**config.mk**
```make
export PLATFORM = sky130hd
export DESIGN_NAME = ex_flag_stage_flat
export DESIGN_NICKNAME = d
export VERILOG_FILES = /design/src/rtl/ex_flag_if.sv /design/src/rtl/ex_flag_stage.sv /design/src/flat_wrapper.sv
export SDC_FILE = /design/constraint.sdc
export NUM_CORES = 1
export LEC_CHECK = 0
export CORE_AREA = 3 3 61 63
export CTS_CLUSTER_DIAMETER = 150
export DETAILED_ROUTE_END_ITERATION = 7
export DIE_AREA = 0 0 64 66
export PLACE_DENSITY = 0.79
export SETUP_SLACK_MARGIN = 0.05
export SYNTH_ARGS = -nofsm -noshare
export SYNTH_HDL_FRONTEND = slang
export SYNTH_SLANG_ARGS = --single-unit
```
**constraint.sdc**
```tcl
create_clock -name clk -period 1.1 [get_ports clk]
set_input_delay 0.165 -clock clk [delete_from_list [all_inputs] [get_ports clk]]
set_output_delay 0.165 -clock clk [all_outputs]
set_load 0.01 [all_outputs]
```
**src/rtl/ex_flag_if.sv**
```systemverilog
// EX-to-EX/MEM handshake bundle for the flag stage: pipeline control, adder inputs,
// registered results, the architectural flags and the branch decision.
interface ex_flag_if #(
   parameter int unsigned DW = 16,
   parameter int unsigned RW = 4
);
   localparam int unsigned OPW = 3;

   logic           stall;
   logic           flush;
   logic           in_valid;
   logic [OPW-1:0] in_op;
   logic [DW-1:0]  in_s;
   logic           in_n;
   logic           in_v;
   logic           in_z;
   logic [RW-1:0]  in_rd;
   logic           in_wen;
   logic           in_branch;
   logic [OPW-1:0] in_cond;
   logic           out_valid;
   logic [DW-1:0]  out_result;
   logic [RW-1:0]  out_rd;
   logic           out_wen;
   logic           flag_n;
   logic           flag_v;
   logic           flag_z;
   logic           br_taken;
   logic           br_valid;

   modport master (
      output stall, flush, in_valid, in_op, in_s, in_n, in_v, in_z,
             in_rd, in_wen, in_branch, in_cond,
      input  out_valid, out_result, out_rd, out_wen,
             flag_n, flag_v, flag_z, br_taken, br_valid
   );

   modport slave (
      input  stall, flush, in_valid, in_op, in_s, in_n, in_v, in_z,
             in_rd, in_wen, in_branch, in_cond,
      output out_valid, out_result, out_rd, out_wen,
             flag_n, flag_v, flag_z, br_taken, br_valid
   );
endinterface

```
**src/rtl/ex_flag_stage.sv**
```systemverilog
// EX post-adder stage: signed saturation, N/V/Z flag register with per-op masks,
// branch evaluation on the pre-edge flags, and the EX/MEM register with stall/flush.
module ex_flag_stage #(
   parameter int unsigned DW = 16,
   parameter int unsigned RW = 4
) (
   input logic        clk,
   input logic        rst,
   ex_flag_if.slave   bus
);
   localparam logic [DW-1:0] SAT_MAX = {1'b0, {(DW-1){1'b1}}};
   localparam logic [DW-1:0] SAT_MIN = {1'b1, {(DW-1){1'b0}}};

   logic          arith_c;
   logic          zonly_c;
   logic          cond_c;
   logic [DW-1:0] result_c;

   // Branches ignore in_op, so they never saturate and never touch the flags
   assign arith_c = (bus.in_op[2:1] == 2'b00) && !bus.in_branch;
   assign zonly_c = (bus.in_op[2:1] == 2'b01) && !bus.in_branch;

   always_comb begin
      result_c = bus.in_s;
      if (arith_c && bus.in_v) begin
         result_c = bus.in_s[DW-1] ? SAT_MAX : SAT_MIN;
      end
   end

   always_comb begin
      cond_c = 1'b0;
      case (bus.in_cond)
         3'b000:  cond_c = !bus.flag_z;
         3'b001:  cond_c = bus.flag_z;
         3'b010:  cond_c = !bus.flag_z && !bus.flag_n;
         3'b011:  cond_c = bus.flag_n;
         3'b100:  cond_c = bus.flag_z || !bus.flag_n;
         3'b101:  cond_c = bus.flag_n || bus.flag_z;
         3'b110:  cond_c = bus.flag_v;
         default: cond_c = 1'b1;
      endcase
   end

   // Flush beats stall; a bubble clears the valids but keeps result/rd
   always_ff @(posedge clk or posedge rst) begin
      if (rst) begin
         bus.out_valid  <= 1'b0;
         bus.out_result <= '0;
         bus.out_rd     <= '0;
         bus.out_wen    <= 1'b0;
         bus.flag_n     <= 1'b0;
         bus.flag_v     <= 1'b0;
         bus.flag_z     <= 1'b0;
         bus.br_taken   <= 1'b0;
         bus.br_valid   <= 1'b0;
      end else if (bus.flush) begin
         bus.out_valid <= 1'b0;
         bus.out_wen   <= 1'b0;
         bus.br_valid  <= 1'b0;
         bus.br_taken  <= 1'b0;
      end else if (!bus.stall) begin
         if (bus.in_valid) begin
            bus.out_valid  <= 1'b1;
            bus.out_wen    <= bus.in_wen && !bus.in_branch;
            bus.out_result <= result_c;
            bus.out_rd     <= bus.in_rd;
            bus.br_valid   <= bus.in_branch;
            bus.br_taken   <= bus.in_branch && cond_c;
            if (arith_c) begin
               bus.flag_n <= result_c[DW-1];
               bus.flag_v <= bus.in_v;
            end
            if (arith_c || zonly_c) begin
               bus.flag_z <= (result_c == '0);
            end
         end else begin
            bus.out_valid <= 1'b0;
            bus.out_wen   <= 1'b0;
            bus.br_valid  <= 1'b0;
            bus.br_taken  <= 1'b0;
         end
      end
   end
endmodule

```
**src/flat_wrapper.sv**
```systemverilog
// flat-port wrapper written by rule: the top's interface ports become plain ports
module ex_flag_stage_flat 
#(
   parameter int unsigned DW = 16,
   parameter int unsigned RW = 4
)
  (clk, rst, bus_stall, bus_flush, bus_in_valid, bus_in_op, bus_in_s, bus_in_n, bus_in_v, bus_in_z, bus_in_rd, bus_in_wen, bus_in_branch, bus_in_cond, bus_out_valid, bus_out_result, bus_out_rd, bus_out_wen, bus_flag_n, bus_flag_v, bus_flag_z, bus_br_taken, bus_br_valid);
  ex_flag_if #(.DW(DW), .RW(RW)) bus_i ();
  input logic clk;
  input logic rst;
  input wire logic [$bits(bus_i.stall)-1:0] bus_stall;
  input wire logic [$bits(bus_i.flush)-1:0] bus_flush;
  input wire logic [$bits(bus_i.in_valid)-1:0] bus_in_valid;
  input wire logic [$bits(bus_i.in_op)-1:0] bus_in_op;
  input wire logic [$bits(bus_i.in_s)-1:0] bus_in_s;
  input wire logic [$bits(bus_i.in_n)-1:0] bus_in_n;
  input wire logic [$bits(bus_i.in_v)-1:0] bus_in_v;
  input wire logic [$bits(bus_i.in_z)-1:0] bus_in_z;
  input wire logic [$bits(bus_i.in_rd)-1:0] bus_in_rd;
  input wire logic [$bits(bus_i.in_wen)-1:0] bus_in_wen;
  input wire logic [$bits(bus_i.in_branch)-1:0] bus_in_branch;
  input wire logic [$bits(bus_i.in_cond)-1:0] bus_in_cond;
  output wire logic [$bits(bus_i.out_valid)-1:0] bus_out_valid;
  output wire logic [$bits(bus_i.out_result)-1:0] bus_out_result;
  output wire logic [$bits(bus_i.out_rd)-1:0] bus_out_rd;
  output wire logic [$bits(bus_i.out_wen)-1:0] bus_out_wen;
  output wire logic [$bits(bus_i.flag_n)-1:0] bus_flag_n;
  output wire logic [$bits(bus_i.flag_v)-1:0] bus_flag_v;
  output wire logic [$bits(bus_i.flag_z)-1:0] bus_flag_z;
  output wire logic [$bits(bus_i.br_taken)-1:0] bus_br_taken;
  output wire logic [$bits(bus_i.br_valid)-1:0] bus_br_valid;
  assign bus_i.stall = bus_stall;
  assign bus_i.flush = bus_flush;
  assign bus_i.in_valid = bus_in_valid;
  assign bus_i.in_op = bus_in_op;
  assign bus_i.in_s = bus_in_s;
  assign bus_i.in_n = bus_in_n;
  assign bus_i.in_v = bus_in_v;
  assign bus_i.in_z = bus_in_z;
  assign bus_i.in_rd = bus_in_rd;
  assign bus_i.in_wen = bus_in_wen;
  assign bus_i.in_branch = bus_in_branch;
  assign bus_i.in_cond = bus_in_cond;
  assign bus_out_valid = bus_i.out_valid;
  assign bus_out_result = bus_i.out_result;
  assign bus_out_rd = bus_i.out_rd;
  assign bus_out_wen = bus_i.out_wen;
  assign bus_flag_n = bus_i.flag_n;
  assign bus_flag_v = bus_i.flag_v;
  assign bus_flag_z = bus_i.flag_z;
  assign bus_br_taken = bus_i.br_taken;
  assign bus_br_valid = bus_i.br_valid;
  ex_flag_stage #(.DW(DW), .RW(RW)) u_core (.clk(clk), .rst(rst), .bus(bus_i));
endmodule
```
==> impl_summary.md <==
CTS
No sink is reached through more buffers than the 2 on the longest clock path. In this run the number of H-tree levels came out at 1. TritonCTS built the clock tree. CTS placed an instance of sky130_fd_sc_hd__clkbuf_4 at the clock tree root. CTS saw 27 sinks. The CTS buffer count is 3. Buffers inserted to repair hold after CTS numbered 0. After clock tree synthesis, the clock-pin slew on the worst setup and hold paths is 150 ps. The insertion delay to the later sink of the worst-skew pair is 330 ps.

Detailed routing
The detailed router finished its first iteration with 88 violations. The total iterations of the first detailed-routing run is 4. The routed wire length is 4000 um. The via density per instance is 5.07. The average routed wire per standard cell is 15.4 um.

For this run, design rule violations remaining after detail routing come to 0. The count of vias placed by the detailed router is 1319. The remaining antenna violation count is 0.

Floorplan
In this run the count of I/O pins placed on the die edge is 63. The die width is 64 um. In this run the standard cell core region covers 0.00328 mm^2. For this configuration, the core starts out at a cell density of 0.373. The number of cell rows is 21.

The die covers 0.00422 mm^2. The die height is 66 um.

Power
The maximum resistive drop on vdd is 0.000812 V. The final total power is 2.61 mW. Summed over all cells, the static leakage comes to 1.00 nW. For this design the ratio of total power to cell area is 1190 mW/mm^2.

Yosys
For this run, the leading register cell type out of synthesis is sky130_fd_sc_hd__dfrtp_1. After synthesis, the share of cell area in mux cells is 0.0633. The cell count after synthesis came out at 124. The Yosys warning count is 0. The total nets after synthesis is 160.

The number of distinct library cells after synthesis is 28. The number of enable flip-flop cells after synthesis is 0. The compound-cell area share of the yosys netlist is 0.131. The synthesized design contains 27 register bits. After synthesis, the largest family of logic cells by area is simple AND/OR/NAND/NOR gates. The netlist area before placement is 0.00122 mm^2. The XOR/XNOR share of the synthesized area is 0.0143.

Of the total synthesized cell area, the portion taken by full adders, half adders and majority gates is 0. The synthesized-area fraction occupied by and/or/nand/nor cells is 0.198. Of the synthesized area, sequential elements account for 0.552. The share of async-settable or async-resettable flops after synthesis is 1.00.

The average instance in the mapped netlist occupies 9.88 um^2.

Worst setup path
The endpoint class of the critical path is a register. The arrival time reported for the critical path endpoint is 1390 ps. The critical path in this run is classified as primary input to register. The data required time at the worst endpoint is 1360 ps. The largest fanout on the critical path is 8. The worst setup path is launched from a primary input.

Global route
Global routing finished with a remaining overflow of 0. The first global-routing pass estimated 6150 um of wire. The pin count of the biggest net entering global routing is 28. For met1 alone, demand over resource in global routing was 0.243. For this run, global-route usage on met3 was measured as 0.0425. The busiest layer in global routing is met2. The via count of the first global-routing pass is 1324. The global-route total usage across every layer is 0.187. In the global route stage, met2 resource usage came out at 0.303.

The number of antenna violations at the first check in global routing is 0.

STA
Setup repair after global routing could not meet its margin everywhere. For the pin with the worst max-slew slack, the measured transition is 315 ps. The worst pin sits at a relative slew slack of 0.788. Counting I/O delays and the setup requirement, the final critical path takes 1130 ps.

The setup skew after layout is 0.436 ps. The final hold slack is 102 ps. The setup-violating endpoint count in the final report is 12. Across all setup checks in the final design, the least slack found is -30.7 ps. The final-report hold violation count is 0.

The upper clock frequency limit is 884 MHz. In the finished design, the share of the clock period the worst path needs comes to 1.03. The setup TNS is -218 ps. The number of pins with negative max-slew slack in the final report came to 0.

Run status
The run finished, with violations left. The checks that failed: setup timing.

Final layout
Fill cells in the final layout number 275. The leading cell type in the layout, fill and taps excluded is sky130_fd_sc_hd__buf_4. Of the cells placed in the final design, the portion with a size suffix greater than 1 is 0.435. Registers take 676 um^2. From synthesis to final layout, the design area changed by 78.4%. The area of combinational cells with multiple inputs is 669 um^2.

The finished cells cover 0.00219 mm^2. For this run, the share of the core covered by cells in the final layout is 0.666. Leaving out fill and tap cells, the most frequent cells in the layout are sky130_fd_sc_hd__buf_4 (31), sky130_fd_sc_hd__buf_2 (30), sky130_fd_sc_hd__dfrtp_1 (27). The number of antenna cells inserted is 0. The total number of nets in the final design is 251.

Place
Buffers placed on the I/O ports in this run total 59. The post-placement cell area is 0.00203 mm^2. Routability-driven placement finished with a final weighted congestion of 0.869. The HPWL after detailed placement is 2660 um.

Worst hold path
The path class of the lowest-slack min-delay path is primary input to register.

Job
The tool flagged a number of max-cap violations equal to 0.
-- synth_stat cells (all sizes together), types with 2 or more instances --
cell type / n / area (um^2)
a21oi: 2 / 10.0
a31oi: 17 / 106
buf: 2 / 16.3
clkbuf: 6 / 23.8
dfrtp: 27 / 676
inv: 3 / 11.3
mux2: 6 / 67.6
nand2: 16 / 60.1
nor2: 20 / 75.1
nor2b: 2 / 12.5
nor4: 5 / 31.3
o21ai: 4 / 20.0
-- final timing paths --
| path | from | endpoint | slack, ps | depth (start not counted) |
|---|---|---|---|---|
| max | bus_in_op[2] | u_core.bus.out_result[3] | -30 | 5 |
| min | bus_flush | u_core.bus.out_wen | 100 | 3 |
| max reg2reg | u_core.bus.flag_v | u_core.bus.br_taken | 40 | 4 |
| min reg2reg | u_core.bus.out_rd[2] | u_core.bus.out_rd[2] | 530 | 1 |
| max in group asynchronous | rst | u_core.bus.flag_n | 780 | 3 |
| min in group asynchronous | rst | u_core.bus.out_rd[3] | 160 | 3 |
-- critical path, cell delays in order --
cell and delay (ps):
sky130_fd_sc_hd__buf_6 90, sky130_fd_sc_hd__or4b_4 540, sky130_fd_sc_hd__or2_4 280, sky130_fd_sc_hd__buf_12 160, sky130_fd_sc_hd__a31oi_1 160
-- layout make-up --
cell class,instances,area share
Sequential cell,27,0.309
Clock buffer,3,0.0103
Inverter,3,0.00515
Tap cell,46,0.0263
Multi-Input combinational cell,86,0.306
Timing Repair Buffer,94,0.341
Clock inverter,1,0.00229
-- metal layers --
layer	vias to the layer above	wire [um]
met2	68	1800
li1	622	-
met4	0	95
met5	-	0
met1	620	1770
met3	9	331
-- sequential cells by signal (all words and copies together), names as in the netlist --
name and count:
u_core.bus.flag_n 1, u_core.bus.br_taken 1, u_core.bus.out_rd 4, u_core.bus.out_result 16
u_core.bus.flag_v 1, u_core.bus.out_wen 1, u_core.bus.flag_z 1, u_core.bus.out_valid 1
u_core.bus.br_valid 1
-- power breakdown --
group	internal, mW	switching (mW)
registers	1.14	0.0847
clock network	0.137	0.298
logic	0.530	0.416
total	1.81	0.798
-- logic make-up after synthesis --
family,Yosys count
AOI/OAI and AO/OA,26
xor gates and xnor gates,2
buffers and inverters,11
DFF,27
muxes,7
and+or+nand+nor,51
-- repair_timing --
item | CTS | global route
pin swaps | 12 | 4
resized for setup | 145 | 16
buffers inserted | 8 | 7
cloned | 1 | 0
setup endpoints to repair | 50 | 45
hold endpoints to repair | 0 | 0
-- per-stage QoR --
| step | std cells | worst slack, ps |
|---|---|---|
| after floorplan | 124 | -401 |
| after global placement | 241 | -694 |
| after detailed placement | 241 | -738 |
| after CTS | 254 | -28.8 |
| after global routing | 260 | -32.8 |
| final | 260 | -30.7 |
No activity file was read; power rests on OpenSTA's default activity.
